$ cat src/rtl/gt_sort_ctrl.sv
// gt_sort_ctrl -- block sorter for unsigned 4-bit words.
//
// Accepts N words over a valid/ready input stream, bubble-sorts them in
// place using a single time-shared gt_4bit comparator (one compare/swap per
// cycle), then streams them out in ascending order over valid/ready.
//
// Optional feature macro: GT_SORT_EARLY_EXIT_EN
//   defined   : a pass with no swap ends the sort early (data-dependent latency)
//   undefined : always N-1 full passes ((N-1)*(N-1) cycles, fixed latency)
//
// Ports:
//   clk        in   clock, rising edge
//   rst_n      in   synchronous active-low reset
//   in_valid   in   producer word valid
//   in_ready   out  word accepted this cycle (LOAD only)
//   in_data    in   4-bit unsigned input word
//   out_valid  out  out_data holds a sorted word (OUT only)
//   out_ready  in   consumer accepts out_data
//   out_data   out  current sorted word
//   out_last   out  high on the N-th (largest) word
//   busy       out  high while sorting

// Strict unsigned a > b built from per-bit greater/equal terms, MSB first.
module gt_4bit (
  input  logic [3:0] a,
  input  logic [3:0] b,
  output logic       agtb
);
  logic [3:0] gt_bit;
  logic [3:0] eq_bit;

  for (genvar gi = 0; gi < 4; gi++) begin : g_bit
    assign gt_bit[gi] = a[gi] & ~b[gi];
    assign eq_bit[gi] = ~(a[gi] ^ b[gi]);
  end

  assign agtb = gt_bit[3]
              | (eq_bit[3] & gt_bit[2])
              | (eq_bit[3] & eq_bit[2] & gt_bit[1])
              | (eq_bit[3] & eq_bit[2] & eq_bit[1] & gt_bit[0]);
endmodule

module gt_sort_ctrl #(
  parameter int N = 4
) (
  input  logic       clk,
  input  logic       rst_n,
  input  logic       in_valid,
  output logic       in_ready,
  input  logic [3:0] in_data,
  output logic       out_valid,
  input  logic       out_ready,
  output logic [3:0] out_data,
  output logic       out_last,
  output logic       busy
);
  localparam int            IW       = $clog2(N);
  localparam logic [IW-1:0] LAST_IDX = IW'(N - 1);
  localparam logic [IW-1:0] CMP_END  = IW'(N - 2);
  localparam logic [IW-1:0] ONE      = IW'(1);

  typedef enum logic [1:0] {S_LOAD, S_SORT, S_OUT} state_t;

  state_t        state_q, state_d;
  logic [3:0]    mem_q [N];
  logic [3:0]    mem_d [N];
  logic [IW-1:0] wr_idx_q, wr_idx_d;
  logic [IW-1:0] cmp_idx_q, cmp_idx_d;
  logic [IW-1:0] pass_cnt_q, pass_cnt_d;
  logic [IW-1:0] rd_idx_q, rd_idx_d;
`ifdef GT_SORT_EARLY_EXIT_EN
  logic          swap_q, swap_d;
`endif

  logic [IW-1:0] cmp_nxt;
  logic [IW-1:0] pass_nxt;
  logic [3:0]    cmp_a;
  logic [3:0]    cmp_b;
  logic          agtb;
  logic          pass_exit;

  assign cmp_nxt  = cmp_idx_q + ONE;
  assign pass_nxt = pass_cnt_q + ONE;
  assign cmp_a    = mem_q[cmp_idx_q];
  assign cmp_b    = mem_q[cmp_nxt];

  gt_4bit u_gt (
    .a    (cmp_a),
    .b    (cmp_b),
    .agtb (agtb)
  );

  // A swap in the final compare of a pass still counts for that pass.
`ifdef GT_SORT_EARLY_EXIT_EN
  assign pass_exit = !(swap_q || agtb) || (pass_nxt == LAST_IDX);
`else
  assign pass_exit = (pass_nxt == LAST_IDX);
`endif

  always_comb begin
    state_d    = state_q;
    mem_d      = mem_q;
    wr_idx_d   = wr_idx_q;
    cmp_idx_d  = cmp_idx_q;
    pass_cnt_d = pass_cnt_q;
    rd_idx_d   = rd_idx_q;
`ifdef GT_SORT_EARLY_EXIT_EN
    swap_d     = swap_q;
`endif
    case (state_q)
      S_LOAD: begin
        if (in_valid) begin
          mem_d[wr_idx_q] = in_data;
          if (wr_idx_q == LAST_IDX) begin
            state_d    = S_SORT;
            wr_idx_d   = '0;
            cmp_idx_d  = '0;
            pass_cnt_d = '0;
`ifdef GT_SORT_EARLY_EXIT_EN
            swap_d     = 1'b0;
`endif
          end else begin
            wr_idx_d = wr_idx_q + ONE;
          end
        end
      end
      S_SORT: begin
        if (agtb) begin
          mem_d[cmp_idx_q] = cmp_b;
          mem_d[cmp_nxt]   = cmp_a;
`ifdef GT_SORT_EARLY_EXIT_EN
          swap_d           = 1'b1;
`endif
        end
        if (cmp_idx_q == CMP_END) begin
          cmp_idx_d  = '0;
          pass_cnt_d = pass_nxt;
`ifdef GT_SORT_EARLY_EXIT_EN
          swap_d     = 1'b0;
`endif
          if (pass_exit) begin
            state_d    = S_OUT;
            rd_idx_d   = '0;
            pass_cnt_d = '0;
          end
        end else begin
          cmp_idx_d = cmp_nxt;
        end
      end
      S_OUT: begin
        if (out_ready) begin
          if (rd_idx_q == LAST_IDX) begin
            state_d  = S_LOAD;
            wr_idx_d = '0;
            rd_idx_d = '0;
          end else begin
            rd_idx_d = rd_idx_q + ONE;
          end
        end
      end
      default: state_d = S_LOAD;
    endcase
  end

  always_ff @(posedge clk) begin
    if (!rst_n) begin
      state_q    <= S_LOAD;
      wr_idx_q   <= '0;
      cmp_idx_q  <= '0;
      pass_cnt_q <= '0;
      rd_idx_q   <= '0;
`ifdef GT_SORT_EARLY_EXIT_EN
      swap_q     <= 1'b0;
`endif
      for (int i = 0; i < N; i++) mem_q[i] <= 4'd0;
    end else begin
      state_q    <= state_d;
      wr_idx_q   <= wr_idx_d;
      cmp_idx_q  <= cmp_idx_d;
      pass_cnt_q <= pass_cnt_d;
      rd_idx_q   <= rd_idx_d;
`ifdef GT_SORT_EARLY_EXIT_EN
      swap_q     <= swap_d;
`endif
      for (int i = 0; i < N; i++) mem_q[i] <= mem_d[i];
    end
  end

  // Handshake/status outputs come from registered state only.
  assign in_ready  = (state_q == S_LOAD);
  assign busy      = (state_q == S_SORT);
  assign out_valid = (state_q == S_OUT);
  assign out_last  = out_valid && (rd_idx_q == LAST_IDX);
  assign out_data  = out_valid ? mem_q[rd_idx_q] : 4'd0;
endmodule

$ cat config.mk
export PLATFORM = sky130hd
export DESIGN_NAME = gt_sort_ctrl
export DESIGN_NICKNAME = d
export VERILOG_FILES = /design/src/rtl/gt_sort_ctrl.sv
export SDC_FILE = /design/constraint.sdc
export NUM_CORES = 1
export LEC_CHECK = 0
export ABC_CLOCK_PERIOD_IN_PS = 4059
export CORE_ASPECT_RATIO = 1.2
export CORE_MARGIN = 2
export CORE_UTILIZATION = 59
export CTS_CLUSTER_DIAMETER = 150
export DETAILED_ROUTE_END_ITERATION = 16
export PLACE_DENSITY = 0.8
export SETUP_SLACK_MARGIN = 0.2
export SYNTH_ARGS = -nofsm -noshare
export SYNTH_HDL_FRONTEND = slang
export SYNTH_HIERARCHICAL = 1
export SYNTH_SLANG_ARGS = --single-unit
export TNS_END_PERCENT = 20
$ cat constraint.sdc
create_clock -name clk -period 4.06 [get_ports clk]
set_input_delay 0.406 -clock clk [delete_from_list [all_inputs] [get_ports clk]]
set_output_delay 0.406 -clock clk [all_outputs]
set_load 0.05 [all_outputs]
## Yosys cells after proc, flatten, opt, wreduce, memory -nomap -nowiden

Index checks and enable logic that the tools add are counted.

| operators by class | value |
|---|---|
| mux-type cells | 44 |
| reduce and logical (&&, ||, !) cells | 14 |
| equality and inequality tests | 13 |
| add/sub/neg operators | 4 |
| magnitude comparators | 7 |
| bitwise gates (word level) | 26 |

Operators by type and width:

| kind | number |
|---|---|
| bitwise mux 16 bit | 3 |
| 2-to-1 mux 4 bit | 10 |
| 2-to-1 mux 2 bit | 17 |
| 2-to-1 mux 16 bit | 2 |
| case mux 16 bit (2 select lines) | 1 |
| binary-select mux 4 bit (select 2 bit) | 3 |
| demux 4 bit (select 2 bit) | 3 |
| case mux 2 bit (2 select lines) | 4 |
| >= comparator 3 bit, second input constant | 4 |
| != test 2 x 1 -> 1 bit, second input constant | 6 |
| NOT 2 -> 3 bit | 4 |
| AND reduction 4 bit | 3 |
| equality test 2 bit, second input constant | 5 |
| AND 1 bit | 9 |
| less-than comparator 3 x 1 -> 1 bit, second input constant | 3 |
| adder 2 x 1 -> 2 bit, second input constant | 4 |
| NOT 1 bit | 7 |
| case mux 2 bit (3 select lines) | 1 |
| AND reduction 3 bit | 2 |
| AND reduction 6 bit | 1 |
| nonzero test 2 bit | 3 |
| logical AND 1 bit | 4 |
| bitwise OR 1 bit | 3 |
| bitwise XOR 1 bit | 3 |
| other kinds (3) | 3 |

| word-level totals | value |
|---|---|
| word-level logic and storage cells | 117 |
| output and inout port bits | 8 |
| input port bits | 8 |
| register bits | 26 |

## Logic depth before layout (Yosys ltp)

Gate-level depths: netlist (run 1).

| depth | value |
|---|---|
| depth after elaboration | 13 |
| depth in mapped cells | 14 |
| depth with buffers taken out | 12 |

## By module

Netlist (run 1), hierarchy kept.

By module, submodules not included:

| module | sequential area each (um2) | cells an instance | instances | area each (um2) |
|---|---|---|---|---|
| gt_sort_ctrl | 520.5 | 223 | 1 | 2112.0 |
| gt_4bit | 0.0 | 11 | 1 | 100.1 |

## Least setup slack after synthesis (run 1)

No wires, ideal clock.

| timing path | value |
|---|---|
| path kind | register to register |
| from | register cmp_idx_q[0] |
| to | register mem_q[15] in the netlist's numbering |
| slack | 0.545 ns |
| cell stages (with the launch flop) | 15 |
| arrival time | 3.383 ns |
| buffers on the path | 2 |
| data required time | 3.928 ns |
| setup time | 0.132 ns |
| cell sequence | dfxtp_1 > buf_2 > inv_1 > ha_1 > buf_2 > mux2i_1 > mux2i_1 > inv_1 > ha_1 > nand3b_4 > a211oi_2 > mux2i_4 > a2111oi_4 > mux2i_1 > o22ai_1 |

| between the ends | value |
|---|---|
| elaborated cells between the ends (all ways) | 47 |
| classes of those cells | add/sub (1); order compare (4); eq/ne (1); mux (14); bitwise (24); reduce/logical (3) |

RTL lines:

| element | RTL line | text |
|---|---|---|
| start: declaration | 68 | `logic [IW-1:0] cmp_idx_q, cmp_idx_d;` |
| start signal: assignment | 179 | `cmp_idx_q <= cmp_idx_d;` |
| adder 2 x 1 -> 2 bit * | 82 | `assign cmp_nxt = cmp_idx_q + ONE;` |
| NOT 2 -> 3 bit (not written as such) * | 85 | `assign cmp_b = mem_q[cmp_nxt];` |
| binary-select mux 4 bit (select 2 bit) * | 85 |  |
| 2-to-1 mux 4 bit (not written as such) * (2 in series) | 85 |  |
| via cmp_b[1] | 78 | `logic [3:0] cmp_b;` |
| NOT 1 bit / bitwise XOR 1 bit (equally long branches) | 33, 34 |  |
| AND 1 bit / NOT 1 bit (equally long branches) | 33, 34 |  |
| AND 1 bit (on tied branches) | 39, 40 |  |
| bitwise OR 1 bit / AND 1 bit (equally long branches) | 39, 40 |  |
| bitwise OR 1 bit * | 40 | `\| (eq_bit[3] & eq_bit[2] & eq_bit[1] & gt_bit[0]);` |
| via agtb | 79 | `logic agtb;` |
| != test 2 x 1 -> 1 bit (no line) * | n/a |  |
| AND reduction 3 bit (no line) * | n/a |  |
| end: declaration | 65 | `logic [3:0] mem_q [N];` |

Mark *: on every way through the listed nets, which the timed path passes. The rest lies on a longest branch. The select of a mux whose other input is x is not followed.
A chain may end at the register's enable or synchronous reset.

## Worst setup path in the final report (run 1)

| timing path | value |
|---|---|
| from | register cmp_idx_q[1] |
| to | register mem_q[12] in the netlist's numbering |

The elaborated chain is that of the path after synthesis.

==> reports/metrics.sh, run 1 <==
STATUS='completed'
SYNTH.LARGEST_AREA_CELL='sky130_fd_sc_hd__dfxtp_1'
SYNTH_ENABLE_FLOP_CELLS=0
VDD.IR_DROP.WORST_uV=226
FILLERINSTANCES=301
YOSYSWARNINGS=6
DETAILEDROUTE.FIRSTITERATIONVIOLATIONS=232
CTS_TREE='built'
WORSTMARGINPINSLEW_NS=0.832
SYNTH_SEQ_CELLS=26
SETUP_VIOL=0
TIMING.CRITICAL_PATH.ARRIVAL_NS=3.82
DESIGN.FINAL.NETS=269
HOLD-PATH-CELL-COUNT=2
DRIVE_GT1_SHARE_PCT=11.5
MOST-COMMON-LAYOUT-CELLS='sky130_fd_sc_hd__dfxtp_1, sky130_fd_sc_hd__mux2i_1, sky130_fd_sc_hd__ha_1, sky130_fd_sc_hd__clkdlybuf4s50_1, sky130_fd_sc_hd__a22oi_1'
FF2FF_PATH_DEPTH=12
POST_CTS_RESIZED=0
ANTENNA_LEFT=0
GRT_REMAINING_OVERFLOW=0
SYNTH_AREA_UM2=2210
MAPPEDNETLISTNETS=258
HOLD_VIOL=0
CP-START-KIND='flop'
FLOORPLAN.DIE.WIDTH_UM=59.9
POST-SYNTH-TOP-AREA-FRACTION_PCT=23.5
PERIOD_NEEDED_NS=3.66
INITIAL_UTILIZATION_PCT=61.4
FINAL.SETUP_SKEW_NS=0.00353
DP_HPWL_UM=4480
ROUTE.DETAILED.DRC=0
POWER.LEAKAGE_nW=0.833
NUMBER_OF_PINS_EXCEEDING_THEIR_MAX_SLEW_LIMIT_IN_THE_FINAL_REPORT=0
FLOORPLAN.DIE_AREA_UM2=4260
AREAGROWTHSYNTHTOFINISH_PCT=10.6
WORST_R2R_STARTPOINT='cmp_idx_q[1]'
GLOBALPLACE.CONGESTION=1.04
MAXCLOCKFREQUENCY_GHz=0.273
IO-PIN-COUNT=16
SYNTH.AREA.TOP_CELLS='sky130_fd_sc_hd__dfxtp_1, sky130_fd_sc_hd__mux2i_1, sky130_fd_sc_hd__mux4_2'
CTS_NUM_SINKS=26
CTS_ROOT_BUFFER='sky130_fd_sc_hd__clkbuf_8'
VIA_COUNT_OF_THE_FIRST_GLOBAL_ROUTING_PASS=1862
TIMING.HOLD.WORST_ENDPOINT='pass_cnt_q[0]'
TRITONCTS.NUM_BUFFERS=3
TIMING.MAX_CAP.VIOLATIONS=0
ROUTED_WIRELENGTH_UM=6010
HTREEDEPTH=1
CRIT_REQUIRED_NS=4.22
YOSYSUNIQUECELLTYPES=41
GR-USAGE-ALL-LAYERS_PCT=30.9
ROWS=24
FINAL_MIN_PERIOD_OVER_CLOCK_PERIOD_PCT=90.1
GRT_MAX_DEGREE=20
MIN-DELAY-START='pass_cnt_q[0]'
DRT_PASS1_ITERATIONS=5
CLK_PIN_SLEW_WORST_PATHS_NS=0.10
GRT_SETUP_UNREPAIRED='yes'
SLEW-LIMIT-HEADROOM_PCT=44.5
ROUTE.DETAILED.VIAS_PER_INST=6.95
WORSTSETUPENDPOINTTYPE='flop'
SEQ_AREA_FRAC_SYNTH_PCT=23.5
WHS_NS=0.477
ASYNCSETRESETFLOPFRACSYNTH_PCT=0
POST_DRT_WL_PER_CELL_UM=21.2
NUMBER_OF_BUFFERS_ON_THE_LONGEST_CLOCK_PATH=2
WORSTHOLDPATHTYPE='flop to flop'
LAYOUT.CELLS.MOST_COMMON='sky130_fd_sc_hd__dfxtp_1'
DIE_H_UM=71.1
SETUP-TNS-FINAL_NS=0
REG2REG_TO='mem_q[12]'
INITIAL_ANTENNA_VIOLATION_COUNT=0
DIODES=0
NETLIST_INSTANCES=234
YS.FLOP_TYPE='sky130_fd_sc_hd__dfxtp_1'
GRT_PASS1_WL_UM=9690
IO_BUFFERS=15
P_PER_AREA_nW_PER_UM2=253
FINISH.UTILIZATION_PCT=67.9
CRIT_PATH_MAX_FANOUT=9
OVERALL_VIA_COUNT_FROM_DETAIL_ROUTE=1967
REG2REG_SETUP_SLACK_NS=0.40
CORE_AREA_UM2=3600
AVGSYNTHCELLAREA_UM2=9.45
WORST-SETUP-PATH-TYPE='flop to flop'
INSERTION_DELAY_NS=0.28
P_TOTAL_W=0.000619
state kept, by name, indices dropped and copies added (netlist names):
name        count
mem_q          16
cmp_idx_q       2
pass_cnt_q      2
rd_idx_q        2
wr_idx_q        2
state_q         2
area by class of cell:
| type | count | area [um^2] | share of cell area, % |
|---|---|---|---|
| Sequential cell | 26 | 520 | 21.3 |
| Clock inverter | 1 | 30.0 | 1.23 |
| Inverter | 15 | 56.3 | 2.30 |
| Tap cell | 39 | 48.8 | 1.99 |
| Clock buffer | 3 | 41.3 | 1.69 |
| Multi-Input combinational cell | 181 | 1580 | 64.4 |
| Timing Repair Buffer | 18 | 173 | 7.06 |
critical path: stages (launching register included):
cell                        delay [ns]
sky130_fd_sc_hd__dfxtp_1          0.34
sky130_fd_sc_hd__inv_1            0.08
sky130_fd_sc_hd__ha_1             0.59
sky130_fd_sc_hd__mux2i_1          0.19
sky130_fd_sc_hd__mux2i_1          0.26
sky130_fd_sc_hd__inv_1            0.07
sky130_fd_sc_hd__ha_1             0.32
sky130_fd_sc_hd__nand3b_4         0.08
sky130_fd_sc_hd__a211oi_2         0.41
sky130_fd_sc_hd__mux2i_4          0.22
sky130_fd_sc_hd__a2111oi_4        0.61
sky130_fd_sc_hd__mux2i_1          0.26
sky130_fd_sc_hd__o22ai_1          0.10
per-stage QoR:
step           worst slack [ns]  cells  cell area (um^2)
2_1_floorplan             0.545    234              2210
5_1_grt                   0.165    283              2450
3_5_place_dp              0.493    279              2370
4_1_cts                   0.455    283              2450
6_report                  0.401    283              2450
3_3_place_gp              0.623    279              2370
routing by layer:
| metal | global-route usage [%] | routed length [um] | vias to the layer above |
|---|---|---|---|
| li1 | - | - | 912 |
| met5 | 0 | 0 | - |
| met1 | 40.1 | 2410 | 930 |
| met3 | 4.57 | 364 | 22 |
| met4 | 14.3 | 265 | 0 |
| met2 | 49.5 | 2970 | 103 |
cells by family after synthesis:
family	count (synthesis)	share of synthesized area, %
AND/OR/NAND/NOR	72	18.9
AO/OA/AOI/OAI	60	22.6
multiplexers	33	20.6
buffers and inverters	27	5.20
flip-flops	26	23.5
adder cells (fa/ha/maj)	16	9.05
where the power goes:
group          total [W]  switching [W]  leakage [nW]  internal (W)
clock           0.000225      0.0000925        0.0357      0.000132
sequential      0.000274      0.0000112         0.210      0.000263
combinational   0.000120      0.0000658         0.587     0.0000545
total           0.000619       0.000169         0.833      0.000450
worst max-delay path by stage:
| stage | startpoint | slack, ns | end |
|---|---|---|---|
| 6_report | cmp_idx_q[1] | 0.40 | mem_q[12] |
| 5_1_grt | cmp_idx_q[1] | 0.17 | mem_q[12] |
| 4_1_cts | cmp_idx_q[1] | 0.46 | mem_q[7] |
| 3_5_place_dp | cmp_idx_q[1] | 0.49 | mem_q[7] |
| 3_3_place_gp | cmp_idx_q[1] | 0.62 | mem_q[8] |
| 2_1_floorplan | cmp_idx_q[0] | 0.55 | mem_q[15] |
what timing repair did:
action,CTS,global route
setup endpoints to repair,0,6
setup buffers,0,0
hold buffers,0,0
hold endpoints to repair,0,0
synthesized netlist by cell type (6+ instances only):
| library cell | number |
|---|---|
| sky130_fd_sc_hd__nand2_1 | 13 |
| sky130_fd_sc_hd__a21oi_1 | 6 |
| sky130_fd_sc_hd__ha_1 | 16 |
| sky130_fd_sc_hd__and2_1 | 7 |
| sky130_fd_sc_hd__a22oi_1 | 14 |
| sky130_fd_sc_hd__o22ai_1 | 12 |
| sky130_fd_sc_hd__mux4_2 | 9 |
| sky130_fd_sc_hd__dfxtp_1 | 26 |
| sky130_fd_sc_hd__and3_1 | 8 |
| sky130_fd_sc_hd__o21ai_0 | 6 |
| sky130_fd_sc_hd__nor2_1 | 13 |
| sky130_fd_sc_hd__mux2i_1 | 22 |
| sky130_fd_sc_hd__inv_1 | 12 |
| sky130_fd_sc_hd__nand3_1 | 6 |
| sky130_fd_sc_hd__clkbuf_1 | 6 |
Power figures use the tool's default switching activity.
==> inputs of run 2 (changes only) <==
Settings changed: SLEW_MARGIN from default to 15.
==> results of run 2 <==
No change in the layout: final DEF, timing and power equal those of run 1.
==> inputs of run 3 (changes only) <==
Settings changed: SKIP_CTS_REPAIR_TIMING from default to 1, SLEW_MARGIN 15 to 20.
==> results of run 3 <==
No change in the layout: final DEF, timing and power equal those of run 1.
